[src/rtl/pmic_sampler.sv]
// pmic_sampler: periodic sampler for a 16-bit serial ADC that strobes each sample into a FIFO.
// Optional build macro PMIC_SAMPLER_ZERO_CHECK_EN flags any nonzero discarded leading bit via o_err.
module pmic_sampler #(
  parameter int CKDIV = 3,
  parameter int BW    = 12
) (
  input  logic          i_clk,
  input  logic          i_rst,
  input  logic          i_en,
  input  logic [19:0]   i_rate,
  input  logic          i_miso,
  output logic          o_csn,
  output logic          o_sck,
  output logic          o_stb,
  output logic [BW-1:0] o_data,
  output logic          o_err
);

`ifdef PMIC_SAMPLER_ZERO_CHECK_EN
  localparam int SW = 16;
  localparam logic [15:0] LEAD_MASK = 16'(~((32'd1 << BW) - 32'd1));
`else
  // The leading 16-BW bits are never observed, so only BW bits are kept.
  localparam int SW = BW;
`endif

  localparam logic [8:0] HALF_LAST = 9'(CKDIV - 1);
  localparam logic [8:0] STOP_LAST = 9'(2 * CKDIV - 1);

  typedef enum logic [1:0] {IDLE, START, SHIFT, STOP} state_t;

  state_t        state;
  logic [19:0]   cnt;
  logic          tick;
  logic [8:0]    div;
  logic [3:0]    bitc;
  logic [SW-1:0] shift;

  assign tick = i_en && (i_rate != '0) && (cnt == '0);

  // Rate counter: holds at i_rate-1 while disabled, reloads on every tick.
  always_ff @(posedge i_clk) begin
    if (i_rst) begin
      cnt <= i_rate - 20'd1;
    end else if (!i_en || (i_rate == '0) || (cnt == '0)) begin
      cnt <= i_rate - 20'd1;
    end else begin
      cnt <= cnt - 20'd1;
    end
  end

  always_ff @(posedge i_clk) begin
    if (i_rst) begin
      state  <= IDLE;
      div    <= '0;
      bitc   <= '0;
      shift  <= '0;
      o_csn  <= 1'b1;
      o_sck  <= 1'b1;
      o_stb  <= 1'b0;
      o_data <= '0;
      o_err  <= 1'b0;
    end else begin
      o_stb <= 1'b0;
      if (tick && (state != IDLE)) begin
        o_err <= 1'b1;
      end
      unique case (state)
        IDLE: begin
          if (tick) begin
            state <= START;
            o_csn <= 1'b0;
            o_sck <= 1'b1;
            div   <= '0;
          end
        end
        START: begin
          if (div == HALF_LAST) begin
            state <= SHIFT;
            o_sck <= 1'b0;
            div   <= '0;
            bitc  <= '0;
          end else begin
            div <= div + 9'd1;
          end
        end
        SHIFT: begin
          if (div == HALF_LAST) begin
            div <= '0;
            if (!o_sck) begin
              o_sck <= 1'b1;
              shift <= {shift[SW-2:0], i_miso};
            end else if (bitc == 4'd15) begin
              state  <= STOP;
              o_csn  <= 1'b1;
              o_stb  <= 1'b1;
              o_data <= shift[BW-1:0];
`ifdef PMIC_SAMPLER_ZERO_CHECK_EN
              if ((shift & LEAD_MASK) != '0) begin
                o_err <= 1'b1;
              end
`endif
            end else begin
              bitc  <= bitc + 4'd1;
              o_sck <= 1'b0;
            end
          end else begin
            div <= div + 9'd1;
          end
        end
        STOP: begin
          if (div == STOP_LAST) begin
            state <= IDLE;
            div   <= '0;
          end else begin
            div <= div + 9'd1;
          end
        end
        default: state <= IDLE;
      endcase
    end
  end

endmodule

[config.mk]
export PLATFORM = sky130hd
export DESIGN_NAME = pmic_sampler
export DESIGN_NICKNAME = d
export VERILOG_FILES = /design/src/rtl/pmic_sampler.sv
export SDC_FILE = /design/constraint.sdc
export NUM_CORES = 1
export LEC_CHECK = 0
export CELL_PAD_IN_SITES_DETAIL_PLACEMENT = 1
export CELL_PAD_IN_SITES_GLOBAL_PLACEMENT = 2
export CORE_AREA = 2 2 112 114
export DETAILED_ROUTE_END_ITERATION = 7
export DIE_AREA = 0 0 114 116
export PLACE_DENSITY = 0.68
export SLEW_MARGIN = 20
export SYNTH_ARGS = -nofsm -noshare
export SYNTH_HDL_FRONTEND = slang
export SYNTH_SLANG_ARGS = --single-unit
[constraint.sdc]
create_clock -name i_clk -period 5.7 [get_ports i_clk]
set_clock_uncertainty 0.05 [all_clocks]
set_input_delay 1.14 -clock i_clk [delete_from_list [all_inputs] [get_ports i_clk]]
set_output_delay 1.14 -clock i_clk [all_outputs]
set_load 0.02 [all_outputs]
# Word-level counts from Yosys, hierarchy flattened
# Index checks and enable logic that the tools add are counted.
# word_totals
register_bits	63
inputBits	24
output_inout_bits	16
wordCells	81
# classes
add_sub_neg	4
eq_ne	13
muxes	29
bitwise	3
n_reduce_logical	22
# op_table
op	count
20-bit zero test	2
20-bit 2-to-1 mux	2
20-bit by 1-bit subtractor with 20-bit output, second input constant	2
9-bit 2-to-1 mux	3
9-bit case mux with 3 select lines	1
20-bit nonzero test	1
4-bit 2-to-1 mux	4
2-bit inequality test, second input constant	7
2-bit 2-to-1 mux	6
5-bit AND reduction	2
9-bit by 1-bit adder with 9-bit output, second input constant	1
9-bit by 2-bit == test with 1-bit output, second input constant	1
9-bit by 3-bit == test with 1-bit output, second input constant	1
1-bit 2-to-1 mux	9
2-bit case mux with 4 select lines	1
4-bit case mux with 2 select lines	1
4-bit AND reduction	2
6-bit AND reduction	1
2-bit nonzero test	3
4-bit by 1-bit adder with 4-bit output, second input constant	1
2-bit == test, second input constant	2
4-bit == test, second input constant	1
4-bit OR reduction	1
1-bit logical AND	3
other kinds (10)	13

# Longest topological paths before layout
# Gate-level depths: netlist of the first run.
# logic_depth
depth_word	5
ltp_mapped	8
mapped_depth_nobuf	7

# Worst setup path before layout of the first run
# OpenSTA, ideal clock, no wires.
# synth_timing
path_kind	input -> register
from	in i_rate[10]
to	reg cnt[7]
setup_ns	0.121
arrival_ns	2.837
t_required_ns	5.529
slack_ns	2.691
cell_stages	7
n_path_buf	2
cell_sequence	or3_4 -> or4b_4 -> buf_6 -> o211ai_2 -> a21oi_2 -> buf_6 -> mux2_4
# synth_between
elab_chain_len	5
# synth_lines
item	line	source
start: declaration	10	input logic [19:0] i_rate,
20-bit zero test	45	end else if (!i_en || (i_rate == '0) || (cnt == '0)) begin
1-bit logical OR (2 in series)	45	
20-bit 2-to-1 mux	45	
20-bit 2-to-1 mux	43	if (i_rst) begin
end signal: assignment	44	cnt <= i_rate - 20'd1;
end signal: assignment	46	cnt <= i_rate - 20'd1;
end signal: assignment	48	cnt <= cnt - 20'd1;
end: declaration	33	logic [19:0] cnt;
# Every way passes these cells.
# A chain may end at the register's enable or synchronous reset.

# Final worst setup path of the first run
# layout_timing
from	in i_rate[0]
to	reg cnt[7]
# layout_between
elab_chain_len	5
word_cells_on_any_way	6
cone_classes	1 x add/sub; 2 x mux; 3 x reduce/logical
# layout_lines
item	line
parallel branches: the longest is 4 deep, another holds 20-bit by 1-bit subtractor with 20-bit output	--
20-bit 2-to-1 mux *	43
# Every way passes the cells marked *.

==> metrics.md, run 1 <==
| Metric | Value |
|---|---|
| Run status | `finished clean` |
| Top-area cell type share of the netlist area | `35.8%` |
| Number of gates given a new drive strength after cts | `0` |
| Floorplan die area | `13200 µm²` |
| Boundary pin count | `40` |
| Sequential Power Share | `38.7%` |
| Number of nets in the layout | `453` |
| Net switching share of the total power | `25.1%` |
| Post-detailed-routing wire length | `8.89 mm` |
| Synth Cell Area | `3520 µm²` |
| Vias after detailed routing | `2869` |
| Max-cap violations | `0` |
| Required time at the endpoint of the critical path | `5.87 ns` |
| Global-route wire length before repair | `14.8 mm` |
| Top cells by area, synth | `sky130_fd_sc_hd__dfxtp_1 (36%), sky130_fd_sc_hd__mux2i_1 (12%), sky130_fd_sc_hd__xnor2_1 (7.5%)` |
| Kind of start point of the critical path | `primary input` |
| Type of the worst setup path | `primary input to register` |
| Input/output buffers | `39` |
| Cell count of the worst hold path | `1` |
| Layout cell share with drive strength beyond 1 | `9.50%` |
| Wire per inst | `15.7 µm` |
| Cell types with the highest counts after synthesis | `sky130_fd_sc_hd__dfxtp_1 (63), sky130_fd_sc_hd__nor2_1 (45), sky130_fd_sc_hd__mux2i_1 (44), sky130_fd_sc_hd__xnor2_1 (30), sky130_fd_sc_hd__inv_1 (21)` |
| Total of hold buffers inserted after clock tree synthesis | `0` |
| FP Rows | `40` |
| Fin util | `36.4%` |
| Count of flip-flops with a built-in enable after synthesis | `0` |
| Number of routed nets with antenna violations | `0` |
| Cell Int Power | `922 µW` |
| Total clock buffers created by CTS | `9` |
| Count of synthesis-stage warnings from yosys | `0` |
| CTS sink cnt | `63` |
| Top FF cell, synth | `sky130_fd_sc_hd__dfxtp_1` |
| Clock latency on the worst-skew pair | `0.34 ns` |
| Clock tree from TritonCTS | `yes` |
| Top-count cell post-synth | `sky130_fd_sc_hd__dfxtp_1` |
| Power per Cell Area | `284 nW/µm²` |
| Share of the cycle needed by the critical path after routing | `60.7%` |
| CORE AREA | `11900 µm²` |
| Number of antenna repair diodes | `0` |
| Maximum clock insertion buffer count | `2` |
| Root Buffer | `sky130_fd_sc_hd__clkbuf_16` |
| Endpoint kind of the worst setup timing path | `register` |
| Portion of total power attributed to the clock network | `48.7%` |
| Area leader, netlist | `sky130_fd_sc_hd__dfxtp_1` |
| Last weighted congestion value of the routability-driven placer | `0.783` |
| Highest net fanout along the worst path | `13` |
| Count of cell types in the netlist | `55` |
| Setup repair after global routing missed its margin | `false` |
| NetSw | `309 µW` |
| Number of DRC violations after detailed-routing iteration 0 | `70` |
| Die extent in x | `114 µm` |
| Number of setup violations in the final report | `0` |
| Maximum clock rate | `289 MHz` |
| Power share of the combinational group | `12.6%` |
| Synth-to-Final Area Change | `23.2%` |
| Via density | `5.05` |
| Count of final hold-check violations | `0` |
| Worst ir drop on vdd | `223 µV` |
| Sequential cell area fraction in the yosys report | `35.8%` |
| Nets in the synthesized netlist | `417` |
| Largest net degree at the start of global routing | `49` |
| Global route total overflow | `0` |
| Die Span Y | `116 µm` |
| Tmin final | `3.46 ns` |
| Detail Placement HPWL | `6.41 mm` |
| Post-synthesis area per instance | `9.28 µm²` |
| Kind of path behind the tightest hold check | `register to register` |
| Initial antenna violation count | `0` |
| Setup Fix Bufs, Post-CTS | `0` |
| All-Layer GR Usage | `14.5%` |
| Vias in the first global route | `2975` |
| Length of the first detailed-routing pass in iterations | `4` |
| Arrival time reported for the critical path endpoint | `3.63 ns` |
| Rel. slew slack | `29.5%` |
| Clock transition at path regs | `0.05 ns` |
| Total count of max-transition violations in the final report | `0` |
| Worst-Margin Slew | `1.06 ns` |
| Effective utilization at floorplan | `29.6%` |
| Worst r2r path cells | `7` |
| Cells after synthesis | `380` |
| Static leakage | `1.63 nW` |
| Number of levels in the clock H-tree | `3` |
| Proportion of synthesized flip-flops having asynchronous set or reset | `0%` |
| Synth Register Bits | `63` |
| Remaining routing DRC violations | `0` |
| Total negative slack for setup checks | `0 ns` |
[area by class of cell]
type	instances	area, µm²
fill	1386	7570
clock buffer	11	243
clock inverter	5	81.3
timing repair buffer	41	400
multi-input combinational	280	2090
tap	147	184
sequential	63	1260
inverter	21	78.8
[layout by cell type, fill, tap and decap left out, types with 12 or more instances in the layout]
cell                              instances
sky130_fd_sc_hd__dfxtp_1                 63
sky130_fd_sc_hd__nor2_1                  45
sky130_fd_sc_hd__mux2i_1                 44
sky130_fd_sc_hd__clkdlybuf4s50_1         38
sky130_fd_sc_hd__xnor2_1                 30
sky130_fd_sc_hd__inv_1                   21
sky130_fd_sc_hd__nand2_1                 17
sky130_fd_sc_hd__nor3_1                  14
sky130_fd_sc_hd__nand3_1                 13
sky130_fd_sc_hd__ha_1                    13
sky130_fd_sc_hd__or3_1                   12
[state kept, by name, indices dropped and copies added, names as in the netlist]
name    count
cnt        20
o_data     12
shift      12
div         9
bitc        4
state       2
o_csn       1
o_err       1
o_sck       1
o_stb       1
[critical path: stages]
cell	delay [ns]
sky130_fd_sc_hd__clkdlybuf4s50_1	0.54
sky130_fd_sc_hd__inv_1	0.11
sky130_fd_sc_hd__ha_1	0.20
sky130_fd_sc_hd__nor4b_1	0.15
sky130_fd_sc_hd__nand3_1	0.19
sky130_fd_sc_hd__o211ai_2	0.10
sky130_fd_sc_hd__a21oi_2	0.48
sky130_fd_sc_hd__buf_4	0.38
sky130_fd_sc_hd__mux2_4	0.32
[power by group through the flow]
stage	Combinational, mW	Sequential (mW)	Clock, mW
floorplan	0.107	0.481	0
global placement	0.154	0.485	0
detailed placement	0.156	0.487	0
CTS	0.158	0.477	0.619
global route	0.172	0.479	0.645
finish	0.155	0.477	0.599
[metrics by stage]
step                      std cells  setup slack, ns  power (mW)  cell area (µm²)  hold WS (ns)
final                           568             2.24        1.23             4340         0.427
after global routing            568             2.13        1.30             4340         0.457
after CTS                       568             2.21        1.25             4340         0.438
after detailed placement        552             1.87       0.643             4020         0.421
after global placement          552             1.97       0.639             4020         0.401
after floorplan                 380             2.69       0.588             3520         0.381
[worst paths after layout]
check | end | startpoint | slack (ns)
setup reg to reg | o_data[3]$_SDFFE_PP0P_ | div[0]$_SDFFE_PP0P_ | 2.93
hold reg to reg | cnt[0]$_DFF_P_ | cnt[0]$_DFF_P_ | 0.43
hold / removal | cnt[0]$_DFF_P_ | cnt[0]$_DFF_P_ | 0.43
setup / recovery | cnt[7]$_DFF_P_ | i_rate[0] | 2.24
[layer usage]
layer  GRT usage (%)  vias to the layer above  wire length (µm)
met5               0                        -                 0
met4            5.12                        0               134
met3            5.33                       10               392
met2            24.1                       41              4180
met1            17.2                     1383              4190
li1                -                     1435                 -
[cell families after synthesis]
| logic type | after synthesis | synth area share, % |
|---|---|---|
| mux | 45 | 12.9 |
| compound gates | 49 | 12.0 |
| fa+ha+maj | 13 | 4.61 |
| simple gates | 139 | 21.4 |
| xor+xnor | 34 | 8.45 |
| buf+inv | 37 | 4.83 |
| flops | 63 | 35.8 |
Power figures use the tool's default switching activity.
==> inputs of run 2 (changes only) <==
--- a/config.mk
+++ b/config.mk
@@ -10,7 +10,7 @@
 export CORE_AREA = 2 2 112 114
 export DETAILED_ROUTE_END_ITERATION = 7
 export DIE_AREA = 0 0 114 116
-export PLACE_DENSITY = 0.68
+export PLACE_DENSITY = 0.7
 export SLEW_MARGIN = 20
 export SYNTH_ARGS = -nofsm -noshare
 export SYNTH_HDL_FRONTEND = slang
==> constraint.sdc (replaced) <==
create_clock -name i_clk -period 2.9 [get_ports i_clk]
set_clock_uncertainty 0.05 [all_clocks]
set_input_delay 0.58 -clock i_clk [delete_from_list [all_inputs] [get_ports i_clk]]
set_output_delay 0.58 -clock i_clk [all_outputs]
set_load 0.02 [all_outputs]
==> run 2 against run 1 <==
Sequential share of layout area down 1.5 points. Largest power group unchanged. Core utilization up 1.9 points. Combinational power up 110%. Critical path depth down 3. Sequential power rose by 96%. Critical path type unchanged. Clock power is 94% higher.
==> metrics.md, run 2 (same netlist as run 1, synthesis figures left out) <==
| Metric | Value |
|---|---|
| Static leakage | `1.77 nW` |
| Wire per inst | `15.3 µm` |
| Clock transition at path regs | `0.06 ns` |
| Fill cell total of the finished layout | `1394` |
| Post-Place Cell Area | `4260 µm²` |
| Count of final hold-check violations | `0` |
| Die Span Y | `116 µm` |
| Total of hold buffers inserted after clock tree synthesis | `0` |
| Combined buffer and inverter count along the critical path | `1` |
| Worst ir drop on vdd | `252 µV` |
| Largest delay contributor family on the critical path | `simple AND/OR/NAND/NOR gates` |
| Post-route standard cell area excluding fillers | `4570 µm²` |
| Kind of path behind the tightest hold check | `register to register` |
| Slowest cell on the critical path | `sky130_fd_sc_hd__or4b_4` |
| CORE AREA | `11900 µm²` |
| Cell count of the worst hold path | `2` |
| Run status | `finished clean` |
| Vias after detailed routing | `2975` |
| Arrival time reported for the critical path endpoint | `2.76 ns` |
| Die extent in x | `114 µm` |
| Synth-to-Final Area Change | `29.7%` |
| Required time at the endpoint of the critical path | `3.05 ns` |
| Start point of the worst hold path | `o_err$_SDFFE_PP0P_` |
| Cell count along the critical path | `6` |
| Rel. slew slack | `29.8%` |
| Clock tree from TritonCTS | `yes` |
| Highest net fanout along the worst path | `6` |
| Number of levels in the clock H-tree | `3` |
| Detail Placement HPWL | `6.63 mm` |
| Boundary pin count | `40` |
| Number of antenna repair diodes | `0` |
| Vias in the first global route | `3181` |
| Number of setup violations in the final report | `0` |
| Most frequent standard cell in the layout excluding fill and tap cells | `sky130_fd_sc_hd__dfxtp_1` |
| Number of routed nets with antenna violations | `0` |
| Initial antenna violation count | `0` |
| Root Buffer | `sky130_fd_sc_hd__clkbuf_16` |
| Global route total overflow | `0` |
| Largest stage delay, worst path | `0.57 ns` |
| Setup Fix Bufs, Post-CTS | `0` |
| Footprint of the flip-flops and latches | `1260 µm²` |
| Layout cell share with drive strength beyond 1 | `14.7%` |
| Commonest cells after routing, fill and taps aside | `sky130_fd_sc_hd__dfxtp_1 (63), sky130_fd_sc_hd__nor2_1 (45), sky130_fd_sc_hd__mux2i_1 (44)` |
| Clock latency on the worst-skew pair | `0.33 ns` |
| Maximum clock rate | `383 MHz` |
| Total clock buffers created by CTS | `9` |
| Endpoint kind of the worst setup timing path | `register` |
| Last weighted congestion value of the routability-driven placer | `0.768` |
| Floorplan die area | `13200 µm²` |
| Global-route wire length before repair | `15.8 mm` |
| Reg-to-reg endpoint | `div[0]$_SDFFE_PP0P_` |
| Largest net degree at the start of global routing | `48` |
| Maximum clock insertion buffer count | `2` |
| Number of gates given a new drive strength after cts | `0` |
| Post-detailed-routing wire length | `9.10 mm` |
| CTS sink cnt | `63` |
| Tmin final | `2.61 ns` |
| Area of the multi-input gates | `2090 µm²` |
| Share of the cycle needed by the critical path after routing | `90.0%` |
| All-Layer GR Usage | `15.1%` |
| Worst-Margin Slew | `1.05 ns` |
| Worst r2r path cells | `7` |
| Max-cap violations | `0` |
| Reg-to-reg slack, setup | `0.40 ns` |
| Cells along the critical path | `clkdlybuf4s50_1 > or3_4 > or4b_4 > o2111a_1 > o21ai_4 > o32ai_2` |
| Registers with the most flip-flops | `cnt: 20 flops, o_data: 12 flops, shift: 12 flops` |
| Setup repair after global routing missed its margin | `false` |
| Number of DRC violations after detailed-routing iteration 0 | `77` |
| Total count of max-transition violations in the final report | `0` |
| FP Rows | `40` |
| Remaining routing DRC violations | `0` |
| Kind of start point of the critical path | `primary input` |
| Power per Cell Area | `531 nW/µm²` |
| Number of nets in the layout | `480` |
| Effective utilization at floorplan | `29.6%` |
| Largest reg by FF count | `cnt` |
| Via density | `5.00` |
| Length of the first detailed-routing pass in iterations | `4` |
| Worst setup path startpoint | `i_rate[10]` |
| Endpoint, Worst Hold | `o_err$_SDFFE_PP0P_` |
| Worst-case hold slack | `0.422 ns` |
| Crit Reg-Reg Startpoint | `div[0]$_SDFFE_PP0P_` |
| Type of the worst setup path | `primary input to register` |
| Input/output buffers | `39` |
| Flip-flop count of the largest register after layout | `20` |
-- run 2: per-stage QoR --
stage,instances,setup TNS (ns),setup slack (ns),total power [mW],utilization (%)
after floorplan,380,0,0.451,1.16,-
after global placement,579,-0.0784,-0.0155,1.28,35.7
after detailed placement,579,-0.841,-0.0657,1.29,35.7
after CTS,595,0,0.291,2.47,38.4
after global routing,595,0,0.124,2.55,38.4
final,595,0,0.290,2.43,38.4
-- run 2: routing by layer --
| layer | wire length, µm | vias up | track usage [%] |
|---|---|---|---|
| met4 | 150 | 0 | 6.02 |
| met2 | 4370 | 36 | 25.7 |
| li1 | - | 1494 | - |
| met5 | 0 | - | 0 |
| met1 | 4240 | 1434 | 18.2 |
| met3 | 333 | 11 | 4.13 |
-- run 2: cell type report --
cell class | instances | area share, %
repair buffers | 68 | 14.0
clock buffers | 11 | 5.09
flip-flops and latches | 63 | 27.6
multi-input cells | 280 | 45.8
clock inverters | 5 | 1.81
well taps | 147 | 4.02
inverters | 21 | 1.72
-- run 2: power by group --
part | internal [mW] | leakage (nW) | switching [mW] | total, mW
Clock | 0.754 | 0.154 | 0.408 | 1.16
Sequential | 0.901 | 0.515 | 0.0356 | 0.936
Combinational | 0.158 | 1.10 | 0.174 | 0.332
-- run 2: worst min-delay path, delay by kind of cell, from the launching register on --
family,cells,cell delay (ns)
AOI/OAI and AO/OA,1,0.04
DFF,1,0.32
and+or+nand+nor,1,0.07
-- run 2: how the worst max path moves through the flow --
| stage | slack [ns] | end |
|---|---|---|
| after floorplan | 0.45 | cnt[7]$_DFF_P_ |
| after global placement | -0.02 | div[5]$_SDFFE_PP0P_ |
| after detailed placement | -0.07 | div[2]$_SDFFE_PP0P_ |
| after CTS | 0.29 | div[6]$_SDFFE_PP0P_ |
| after global routing | 0.12 | div[0]$_SDFFE_PP0P_ |
| final | 0.29 | div[6]$_SDFFE_PP0P_ |
